File: src/rtl/adaptive_phase_scheduler_if.sv
// Signal bundle for adaptive_phase_scheduler: vehicle counts and emergency request in,
// lamp, phase and countdown status out.
interface adaptive_phase_scheduler_if;
   logic [3:0] count1;
   logic [3:0] count2;
   logic       emerg_req;
   logic [2:0] main_st;
   logic [2:0] cross_st;
   logic [2:0] phase;
   logic [5:0] sec_left;
   logic       emerg_active;

   modport master (
      output count1, count2, emerg_req,
      input  main_st, cross_st, phase, sec_left, emerg_active
   );

   modport slave (
      input  count1, count2, emerg_req,
      output main_st, cross_st, phase, sec_left, emerg_active
   );
endinterface

File: src/rtl/adaptive_phase_scheduler.sv
// Two-street traffic phase scheduler with count-based green time and gap-out.
// Optional main-street emergency preemption is enabled by defining EMERGENCY_PREEMPT_EN.
module adaptive_phase_scheduler #(
   parameter int TICK_DIV    = 50000000,
   parameter int MIN_GREEN   = 5,
   parameter int MAX_GREEN   = 30,
   parameter int SEC_PER_CAR = 2,
   parameter int YELLOW_T    = 3,
   parameter int ALLRED_T    = 1
) (
   input logic                         clk_50MHz,
   input logic                         reset,
   adaptive_phase_scheduler_if.slave   bus
);

   typedef enum logic [2:0] {
      MAIN_GREEN   = 3'd0,
      MAIN_YELLOW  = 3'd1,
      ALLRED_A     = 3'd2,
      CROSS_GREEN  = 3'd3,
      CROSS_YELLOW = 3'd4,
      ALLRED_B     = 3'd5
   } phase_t;

   localparam int TW = (TICK_DIV > 1) ? $clog2(TICK_DIV) : 1;

   logic [TW-1:0] tick_cnt;
   logic          tick;

   phase_t        state;
   phase_t        nxt_state;
   logic [5:0]    sec_left_r;
   logic [5:0]    nxt_sec;
   logic [5:0]    elapsed;
   logic [5:0]    nxt_elapsed;
   logic [2:0]    main_st_r;
   logic [2:0]    cross_st_r;
   logic          emerg_active_r;
   logic          nxt_emerg_active;

   logic          emerg_hold;
   logic          emerg_cut;
   logic          in_green;
   logic [3:0]    own_cnt;
   logic [3:0]    opp_cnt;
   logic          gap_out;

   // Wide intermediate so SEC_PER_CAR*15 plus MIN_GREEN never wraps before clamping.
   function automatic logic [5:0] green_dur(input logic [3:0] cnt);
      logic [9:0] raw;
      raw = 10'(MIN_GREEN) + 10'(SEC_PER_CAR) * {6'd0, cnt};
      if (raw < 10'(MIN_GREEN)) raw = 10'(MIN_GREEN);
      if (raw > 10'(MAX_GREEN)) raw = 10'(MAX_GREEN);
      return raw[5:0];
   endfunction

   function automatic logic [2:0] main_lamps(input phase_t p);
      case (p)
         MAIN_GREEN:  return 3'b001;
         MAIN_YELLOW: return 3'b010;
         default:     return 3'b100;
      endcase
   endfunction

   function automatic logic [2:0] cross_lamps(input phase_t p);
      case (p)
         CROSS_GREEN:  return 3'b001;
         CROSS_YELLOW: return 3'b010;
         default:      return 3'b100;
      endcase
   endfunction

   assign tick = (tick_cnt == TW'(TICK_DIV - 1));

   // One-second time base; restarts from zero on reset so the first tick lands TICK_DIV cycles later.
   always_ff @(posedge clk_50MHz) begin
      if (!reset) begin
         tick_cnt <= '0;
      end else if (tick) begin
         tick_cnt <= '0;
      end else begin
         tick_cnt <= tick_cnt + 1'b1;
      end
   end

`ifdef EMERGENCY_PREEMPT_EN
   assign emerg_hold       = bus.emerg_req && (state == MAIN_GREEN);
   assign emerg_cut        = bus.emerg_req && (state == CROSS_GREEN);
   assign nxt_emerg_active = bus.emerg_req &&
                             ((nxt_state == MAIN_GREEN) || (nxt_state == CROSS_GREEN));
`else
   logic unused_emerg_req;
   assign unused_emerg_req = bus.emerg_req;
   assign emerg_hold       = 1'b0;
   assign emerg_cut        = 1'b0;
   assign nxt_emerg_active = 1'b0;
`endif

   // Gap-out: the green street has emptied, the other is waiting, and the minimum green is served.
   always_comb begin
      in_green = (state == MAIN_GREEN) || (state == CROSS_GREEN);
      own_cnt  = (state == MAIN_GREEN) ? bus.count1 : bus.count2;
      opp_cnt  = (state == MAIN_GREEN) ? bus.count2 : bus.count1;
      gap_out  = in_green && !emerg_hold &&
                 (({1'b0, elapsed} + 7'd1) >= 7'(MIN_GREEN)) &&
                 (own_cnt == 4'd0) && (opp_cnt != 4'd0);
   end

   always_comb begin
      nxt_state   = state;
      nxt_sec     = sec_left_r;
      nxt_elapsed = elapsed;
      if (tick && !emerg_hold) begin
         if ((sec_left_r <= 6'd1) || gap_out || emerg_cut) begin
            nxt_elapsed = '0;
            case (state)
               MAIN_GREEN: begin
                  nxt_state = MAIN_YELLOW;
                  nxt_sec   = 6'(YELLOW_T);
               end
               MAIN_YELLOW: begin
                  nxt_state = ALLRED_A;
                  nxt_sec   = 6'(ALLRED_T);
               end
               ALLRED_A: begin
                  nxt_state = CROSS_GREEN;
                  nxt_sec   = green_dur(bus.count2);
               end
               CROSS_GREEN: begin
                  nxt_state = CROSS_YELLOW;
                  nxt_sec   = 6'(YELLOW_T);
               end
               CROSS_YELLOW: begin
                  nxt_state = ALLRED_B;
                  nxt_sec   = 6'(ALLRED_T);
               end
               ALLRED_B: begin
                  nxt_state = MAIN_GREEN;
                  nxt_sec   = green_dur(bus.count1);
               end
               default: begin
                  nxt_state = ALLRED_B;
                  nxt_sec   = 6'(ALLRED_T);
               end
            endcase
         end else begin
            nxt_sec = sec_left_r - 6'd1;
            if (elapsed != 6'h3f) begin
               nxt_elapsed = elapsed + 6'd1;
            end
         end
      end
   end

   // Lamps are decoded from the next state so they change on the same edge as the phase.
   always_ff @(posedge clk_50MHz) begin
      if (!reset) begin
         state          <= ALLRED_B;
         sec_left_r     <= 6'(ALLRED_T);
         elapsed        <= '0;
         main_st_r      <= 3'b100;
         cross_st_r     <= 3'b100;
         emerg_active_r <= 1'b0;
      end else begin
         state          <= nxt_state;
         sec_left_r     <= nxt_sec;
         elapsed        <= nxt_elapsed;
         main_st_r      <= main_lamps(nxt_state);
         cross_st_r     <= cross_lamps(nxt_state);
         emerg_active_r <= nxt_emerg_active;
      end
   end

   assign bus.phase        = state;
   assign bus.sec_left     = sec_left_r;
   assign bus.main_st      = main_st_r;
   assign bus.cross_st     = cross_st_r;
   assign bus.emerg_active = emerg_active_r;

endmodule

File: src/flat_wrapper.sv
// flat-port wrapper written by rule: the top's interface ports become plain ports
module adaptive_phase_scheduler_flat 
#(
   parameter int TICK_DIV    = 50000000,
   parameter int MIN_GREEN   = 5,
   parameter int MAX_GREEN   = 30,
   parameter int SEC_PER_CAR = 2,
   parameter int YELLOW_T    = 3,
   parameter int ALLRED_T    = 1
)
  (clk_50MHz, reset, bus_count1, bus_count2, bus_emerg_req, bus_main_st, bus_cross_st, bus_phase, bus_sec_left, bus_emerg_active);
  adaptive_phase_scheduler_if bus_i ();
  input logic clk_50MHz;
  input logic reset;
  input wire logic [$bits(bus_i.count1)-1:0] bus_count1;
  input wire logic [$bits(bus_i.count2)-1:0] bus_count2;
  input wire logic [$bits(bus_i.emerg_req)-1:0] bus_emerg_req;
  output wire logic [$bits(bus_i.main_st)-1:0] bus_main_st;
  output wire logic [$bits(bus_i.cross_st)-1:0] bus_cross_st;
  output wire logic [$bits(bus_i.phase)-1:0] bus_phase;
  output wire logic [$bits(bus_i.sec_left)-1:0] bus_sec_left;
  output wire logic [$bits(bus_i.emerg_active)-1:0] bus_emerg_active;
  assign bus_i.count1 = bus_count1;
  assign bus_i.count2 = bus_count2;
  assign bus_i.emerg_req = bus_emerg_req;
  assign bus_main_st = bus_i.main_st;
  assign bus_cross_st = bus_i.cross_st;
  assign bus_phase = bus_i.phase;
  assign bus_sec_left = bus_i.sec_left;
  assign bus_emerg_active = bus_i.emerg_active;
  adaptive_phase_scheduler #(.TICK_DIV(TICK_DIV), .MIN_GREEN(MIN_GREEN), .MAX_GREEN(MAX_GREEN), .SEC_PER_CAR(SEC_PER_CAR), .YELLOW_T(YELLOW_T), .ALLRED_T(ALLRED_T)) u_core (.clk_50MHz(clk_50MHz), .reset(reset), .bus(bus_i));
endmodule
File: config.mk
export PLATFORM = sky130hd
export DESIGN_NAME = adaptive_phase_scheduler_flat
export DESIGN_NICKNAME = d
export VERILOG_FILES = /design/src/rtl/adaptive_phase_scheduler_if.sv /design/src/rtl/adaptive_phase_scheduler.sv /design/src/flat_wrapper.sv
export SDC_FILE = /design/constraint.sdc
export NUM_CORES = 1
export LEC_CHECK = 0
export CORE_AREA = 2 2 99 101
export CTS_CLUSTER_SIZE = 20
export DETAILED_ROUTE_END_ITERATION = 16
export DIE_AREA = 0 0 101 103
export PLACE_DENSITY = 0.52
export SYNTH_ARGS = -nofsm -noshare
export SYNTH_HDL_FRONTEND = slang
export SYNTH_SLANG_ARGS = --single-unit
File: constraint.sdc
create_clock -name clk_50MHz -period 2.43 [get_ports clk_50MHz]
set_input_delay 0.3645 -clock clk_50MHz [delete_from_list [all_inputs] [get_ports clk_50MHz]]
set_output_delay 0.3645 -clock clk_50MHz [all_outputs]
set_load 0.02 [all_outputs]
==> results.txt, run 1 <==
----------------------------------------------------
[Routing]
  Count of vias placed by the detailed router ... around 2300
  Number of vias per cell ... between 4 and 5
  Average wire per cell in the routed design ... roughly 13 um
  Wirelength, routed ... ~6000 um
  Detailed Routing Iterations Pass 1 ... 4
  DRC viols ... 0
  Drt initial violations ... 68
  Count of antenna-violating nets left after detailed routing ... 0

[Synth]
  Cell types with the largest area share after synthesis ... sky130_fd_sc_hd__dfxtp_1, sky130_fd_sc_hd__nor2_1, sky130_fd_sc_hd__xor2_1
  Distinct cells, synth ... between 60 and 70
  Async set-or-reset flop fraction in the synthesized netlist ... 0
  Synth top area share ... 0.347
  Post-Synthesis Net Count ... about 330
  Summed instance area of the synthesized netlist ... roughly 2700 um^2
  Largest area contributor in the netlist ... sky130_fd_sc_hd__dfxtp_1
  Warnings from Yosys ... 0
  Mapped Avg Cell Area ... 8.67 um^2
  Register bit count reported by yosys ... 47
  Proportion of synthesized chip area in sequential cells ... 0.347
  Number of flops mapped to enable cells by yosys ... 0
  Number of standard cells after synthesis ... between 300 and 400
  Dominant register cell in the synthesized netlist ... sky130_fd_sc_hd__dfxtp_1

[Clocking]
  Number of clock sinks seen by CTS ... 47
  Number of levels in the clock H-tree ... 2
  Number of hold buffers added after CTS ... 0
  Number of buffers created by CTS ... 5
  TritonCTS clock tree ... yes
  Clock Path Buffers ... 2
  Clk slew on worst S/H paths ... around 0.080 ns
  Clock tree root driver cell ... sky130_fd_sc_hd__clkbuf_8
  Clk_lat worst skew ... approximately 0.3 ns

[Final layout]
  Number of antenna repair diodes ... 0
  Non-filler instance count after layout ... ~470
  Signed area change from the synthesized netlist to the final layout ... 23.5%
  Commonest cells after routing, fill and taps aside ... sky130_fd_sc_hd__dfxtp_1, sky130_fd_sc_hd__nor2_1, sky130_fd_sc_hd__nand2_1, sky130_fd_sc_hd__buf_4, sky130_fd_sc_hd__clkdlybuf4s50_1
  Register area ... ~940 um^2
  Number of fill cells in the layout ... a little under 1000
  Share of cells above drive strength 1 ... 0.156
  Post-layout utilization of the core ... 0.354
  Most common library cell in the layout ignoring fill and taps ... sky130_fd_sc_hd__dfxtp_1
  Layout net count ... 379
  Area of the multi-input gates ... between 1500 and 2000 um^2

[Timing]
  Setup repair after global routing missed its margin ... false
  Final slew viol count ... 0
  Setup WS post-layout ... around 0.11 ns
  Actual transition at the worst max-transition pin ... about 0.57 ns
  Final clock period utilization by the worst path ... 0.954
  Clock period minus final worst setup slack ... approximately 2.3 ns
  Max-slew headroom at the worst pin ... 0.615
  Max Freq ... approximately 430 MHz
  Clock Skew ... 0.00545 ns
  Number of hold violations in the final report ... 0
  Final setup violation count ... 0

[Worst setup path]
  CP max stage cell ... sky130_fd_sc_hd__dfxtp_2
  Largest fanout of any net on the critical path ... 6
  Category of the worst setup path capture point ... register
  CP arrival ... 2.51 ns
  Endpoint of the worst-slack reg-to-reg timing path ... u_core.bus.cross_st[2]
  Data required time of the critical path ... around 2.6 ns
  Worst reg2reg path depth ... 9
  Crit path launch type ... register
  CP Class ... register to register
  Reg-to-Reg Start ... u_core.elapsed[0]
  R2r setup slk ... 0.11 ns
  Peak per-stage delay on the critical path ... ~0.38 ns
  Cells along the critical path ... inv_1 -> ha_1 -> nor3b_2 -> o22ai_2 -> nor4_4 -> o21ai_4 -> buf_6 -> a21oi_2 -> mux2_2

[Global routing]
  Pin count of the biggest net entering global routing ... 26
  Remaining global-route overflow ... 0
  Combined global-route utilization of all metal layers ... 0.120
  Wire length of the first global-routing pass ... 10100 um
  Initial antenna violation count ... 0
  Vias in the first global route ... between 2000 and 2500

[Pwr]
  Total power consumption of the routed design ... between 1000 and 1500 uW
  Worst IR Drop VDD ... roughly 0.17 mV
  Power Density ... 429 nW/um^2
  P_leak ... ~0.0013 uW

[Run]
  Max-capacitance violation count ... 0

[Placed design]
  Final GP Congestion ... approximately 0.84
  Cells after DPL ... between 400 and 500
  Worst slack at placement ... -0.323 ns
  Placed wire-length estimate after detailed placement ... approximately 4300 um
  Buffers on Ports ... 24

[Floorplan]
  I/O Pins ... 27
  Area inside the core boundary ... between 9000 and 10000 um^2
  Initial standard-cell utilization of the core ... 0.287
  Horizontal die dimension ... approximately 100 um
  Standard-cell row count ... 36
  Full die area ... about 10000 um^2
  Die extent in y ... ~100 um

[Min path]
  Classification of the worst-slack hold path ... register to register
  Worst hold path endpoint ... u_core.tick_cnt[0]
  Hold Crit Depth ... 1
  Hold path startpoint ... u_core.tick_cnt[0]

[Run status]
  Run status ... finished, final reports clean

----------------------------------------------------
-- stage by stage --
stage	setup TNS, ns	hold WS, ns	cell area (um^2)
final	0	0.487	3350
after global routing	0	0.517	3350
after CTS	0	0.496	3280
after detailed placement	-3.92	0.475	3180
after global placement	-3.44	0.461	3180
after floorplan	0	0.442	2720
-- flip-flops by register name (all words and copies together), names as in the netlist --
signal,cells
u_core.bus.cross_st,3
u_core.bus.main_st,3
u_core.bus.phase,3
u_core.bus.sec_left,6
u_core.elapsed,6
u_core.tick_cnt,26
-- synth_stat cells (4+ instances only) --
| cell type | n |
|---|---|
| sky130_fd_sc_hd__nand2_1 | 23 |
| sky130_fd_sc_hd__clkbuf_8 | 4 |
| sky130_fd_sc_hd__nand4_1 | 9 |
| sky130_fd_sc_hd__dfxtp_1 | 47 |
| sky130_fd_sc_hd__ha_1 | 10 |
| sky130_fd_sc_hd__a21oi_1 | 16 |
| sky130_fd_sc_hd__xnor2_1 | 10 |
| sky130_fd_sc_hd__o22ai_1 | 4 |
| sky130_fd_sc_hd__clkbuf_1 | 4 |
| sky130_fd_sc_hd__mux2i_1 | 4 |
| sky130_fd_sc_hd__inv_1 | 9 |
| sky130_fd_sc_hd__nor2_1 | 42 |
| sky130_fd_sc_hd__o21a_1 | 4 |
| sky130_fd_sc_hd__nor4_1 | 4 |
| sky130_fd_sc_hd__nand3_1 | 11 |
| sky130_fd_sc_hd__and3_1 | 9 |
| sky130_fd_sc_hd__xor2_1 | 18 |
| sky130_fd_sc_hd__a21boi_0 | 4 |
| sky130_fd_sc_hd__nor2b_1 | 4 |
| sky130_fd_sc_hd__nor3_1 | 7 |
| sky130_fd_sc_hd__o21ai_0 | 10 |
-- where the power goes --
part           total, uW  internal (uW)  leakage (uW)  switching, uW
sequential           778            774      0.000380           4.59
combinational        100           47.9      0.000828           52.1
clock                560            302     0.0000513            258
-- cell type report --
type | count | share of cell area
multi-input combinational | 245 | 0.501
sequential | 47 | 0.281
timing repair buffer | 50 | 0.135
tap | 114 | 0.0425
clock buffer | 6 | 0.0216
inverter | 9 | 0.0101
clock inverter | 1 | 0.00896
-- worst max path at each step --
stage	start	endpoint	slack (ns)	depth (start not counted)
final	u_core.elapsed[0]	u_core.bus.cross_st[2]	0.11	9
after global routing	u_core.elapsed[0]	u_core.bus.cross_st[2]	0.02	9
after CTS	bus_count1[0]	u_core.bus.sec_left[2]	0.02	8
after detailed placement	bus_count1[0]	u_core.bus.sec_left[2]	-0.32	8
after global placement	bus_count1[0]	u_core.bus.sec_left[2]	-0.29	8
after floorplan	bus_count1[3]	u_core.elapsed[4]	0.27	7
-- worst max-delay path, delay by kind of cell, from the launching register on --
kind | cells | cell delay (ns)
AOI/OAI and AO/OA | 3 | 0.40
muxes | 1 | 0.36
and+or+nand+nor | 2 | 0.51
DFF | 1 | 0.38
buffers and inverters | 2 | 0.22
adders and majority gates | 1 | 0.32
-- cells by family (layout without fill, tap and decap cells) --
| family | Yosys count | in the layout | share of synthesized area |
|---|---|---|---|
| DFF | 47 | 47 | 0.347 |
| xor gates and xnor gates | 28 | 28 | 0.0903 |
| AOI/OAI and AO/OA | 61 | 61 | 0.158 |
| adders and majority gates | 10 | 10 | 0.0461 |
| and+or+nand+nor | 139 | 139 | 0.285 |
| muxes | 6 | 6 | 0.0230 |
| buffers and inverters | 21 | 66 | 0.0498 |
| other | 1 | 1 | 0.00138 |
-- metal layers --
metal  wire (um)  share of wire  global-route usage  up-vias
met4          69          0.012              0.0374        0
met5           0              0                   0        -
li1            -              -                   -     1208
met3         139          0.024              0.0231        5
met2        2630           0.45               0.191       23
met1        3060           0.52               0.163     1057
-- what timing repair did --
item / CTS / global route
gates cloned: 0 / 0
pin swaps: 1 / 4
endpoints found under the setup margin: 1 / 8
setup buffers: 0 / 2
resized for setup: 0 / 14
(Power assumes the default switching activity.)
==> run 2: changes to the inputs <==
--- a/config.mk
+++ b/config.mk
@@ -10,6 +10,7 @@
 export DETAILED_ROUTE_END_ITERATION = 16
 export DIE_AREA = 0 0 101 103
 export PLACE_DENSITY = 0.52
+export SKIP_CTS_REPAIR_TIMING = 1
 export SYNTH_ARGS = -nofsm -noshare
 export SYNTH_HDL_FRONTEND = slang
 export SYNTH_SLANG_ARGS = --single-unit
==> run 2 against run 1 <==
Effect of this change: die area stayed put; cell count did not move; clock skew about the same; first-iteration DRC count rose by 15%; flip-flop and latch count is the same; worst setup slack worse by 0.028 ns; via count is 0.35% lower; critical path type unchanged; largest power group unchanged.
==> results.txt, run 2 (synthesis results as in run 1) <==
----------------------------------------------------
[Run status]
  Run status ... finished, final reports clean

[Final layout]
  Post-route cell area ... around 3300 um^2
  Layout net count ... 379
  Number of antenna repair diodes ... 0
  Register name with the most flops ... u_core.tick_cnt
  Most common library cell in the layout ignoring fill and taps ... sky130_fd_sc_hd__dfxtp_1
  Largest register FFs ... 26
  Signed area change from the synthesized netlist to the final layout ... 22.8%
  Commonest cells after routing, fill and taps aside ... sky130_fd_sc_hd__dfxtp_1, sky130_fd_sc_hd__nor2_1, sky130_fd_sc_hd__buf_4
  Non-filler instance count after layout ... ~470
  Share of cells above drive strength 1 ... 0.154

[Floorplan]
  Initial standard-cell utilization of the core ... 0.287
  Horizontal die dimension ... 101 um
  Full die area ... 10400 um^2
  Area inside the core boundary ... 9460 um^2
  Die extent in y ... between 100 and 150 um
  Standard-cell row count ... 36
  I/O Pins ... 27

[Worst setup path]
  Largest fanout of any net on the critical path ... 6
  CP arrival ... 2.54 ns
  R2r setup slk ... 0.08 ns
  Critical Path Start ... u_core.elapsed[0]
  Peak per-stage delay on the critical path ... roughly 0.38 ns
  Crit path launch type ... register
  Data required time of the critical path ... about 2.6 ns
  Reg-to-Reg Start ... u_core.elapsed[0]
  Category of the worst setup path capture point ... register
  CP Class ... register to register
  CP max stage cell ... sky130_fd_sc_hd__dfxtp_2
  Cells along the critical path ... inv_1 -> ha_1 -> nor3b_2 -> o22ai_2 -> nor4_4 -> o21ai_4 -> buf_4 -> a21oi_2 -> mux2_2

[Timing]
  Setup repair after global routing missed its margin ... true
  Max Freq ... 426 MHz
  Clock period minus final worst setup slack ... ~2.3 ns
  Final slew viol count ... 0
  Final clock period utilization by the worst path ... 0.966
  Max-slew headroom at the worst pin ... 0.615
  Final setup violation count ... 0
  Actual transition at the worst max-transition pin ... between 0.5 and 0.6 ns
  Setup WS post-layout ... between 0.08 and 0.09 ns
  Number of hold violations in the final report ... 0
  Clock Skew ... roughly 0.0052 ns

[Clocking]
  Number of buffers created by CTS ... 5
  Clk_lat worst skew ... about 0.30 ns
  Clk slew on worst S/H paths ... 0.08 ns
  TritonCTS clock tree ... yes
  Clock tree root driver cell ... sky130_fd_sc_hd__clkbuf_8
  Number of clock sinks seen by CTS ... 47
  Clock Path Buffers ... 2
  Number of levels in the clock H-tree ... 2

[Routing]
  Wirelength, routed ... 5870 um
  Drt initial violations ... between 70 and 80
  Average wire per cell in the routed design ... between 10 and 15 um
  Detailed Routing Iterations Pass 1 ... 4
  DRC viols ... 0
  Number of vias per cell ... about 4.8
  Count of antenna-violating nets left after detailed routing ... 0
  Count of vias placed by the detailed router ... about 2300

[Placed design]
  Buffers on Ports ... 24
  Cell Area, Placed ... 3180 um^2
  Cells after DPL ... roughly 460
  Placed wire-length estimate after detailed placement ... 4320 um
  Final GP Congestion ... 0.840
  Worst slack at placement ... -0.323 ns

[Pwr]
  P_leak ... between 0.001 and 0.0015 uW
  Power Density ... 432 nW/um^2
  Worst IR Drop VDD ... roughly 0.17 mV

[Global routing]
  Remaining global-route overflow ... 0
  Vias in the first global route ... 2165
  Initial antenna violation count ... 0
  Pin count of the biggest net entering global routing ... 26
  Combined global-route utilization of all metal layers ... 0.120
  Wire length of the first global-routing pass ... between 10000 and 15000 um

[Min path]
  Hold path startpoint ... u_core.tick_cnt[0]
  Classification of the worst-slack hold path ... register to register

[Run]
  Max-capacitance violation count ... 0

----------------------------------------------------
## run 2: changes by cell type in the layout (fill, tap and decap cells not counted), sizes merged
cell	delta
clkdlybuf4s50	+2
dlymetal6s2s	-2
## run 2: final timing paths
check                      endpoint  cells after the start
max          u_core.bus.cross_st[2]                      9
min              u_core.tick_cnt[0]                      1
max reg2reg  u_core.bus.cross_st[2]                      9
min reg2reg      u_core.tick_cnt[0]                      1
## run 2: layout make-up
cell class                      count  area (um^2)
Fill cell                         986         6130
Multi-Input combinational cell    245         1680
Sequential cell                    47          943
Timing Repair Buffer               50          435
Tap cell                          114          143
Clock buffer                        6         72.6
Inverter                            9         33.8
Clock inverter                      1         30.0
## run 2: power by group
part	leakage [uW]	total (uW)	switching (uW)	internal [uW]
logic	0.000796	100	51.9	48.3
registers	0.000380	778	4.60	774
clock network	0.0000513	560	259	302
total	0.00123	1440	315	1120
## run 2: stage by stage
| stage | setup TNS (ns) | utilization | total power (uW) | hold slack [ns] |
|---|---|---|---|---|
| after detailed placement | -3.92 | 0.336 | 896 | 0.475 |
| after CTS | -0.00230 | 0.347 | 1460 | 0.496 |
| final | 0 | 0.352 | 1440 | 0.487 |
| after global routing | -0.0147 | 0.352 | 1500 | 0.517 |
| after floorplan | 0 | - | 851 | 0.442 |
| after global placement | -3.44 | 0.336 | 894 | 0.461 |
## run 2: critical path, delay by kind of cell (launching register included)
| kind | cells | cell delay (ns) |
|---|---|---|
| AOI/OAI and AO/OA | 3 | 0.40 |
| and+or+nand+nor | 2 | 0.52 |
| buffers and inverters | 2 | 0.24 |
| DFF | 1 | 0.38 |
| adders and majority gates | 1 | 0.32 |
| muxes | 1 | 0.36 |
## run 2: metal layers
layer | global-route usage | part of all wire | vias to the layer above
met5 | 0 | 0 | -
li1 | - | - | 1210
met3 | 0.0231 | 0.024 | 5
met2 | 0.191 | 0.44 | 23
met4 | 0.0374 | 0.012 | 0
met1 | 0.163 | 0.52 | 1047
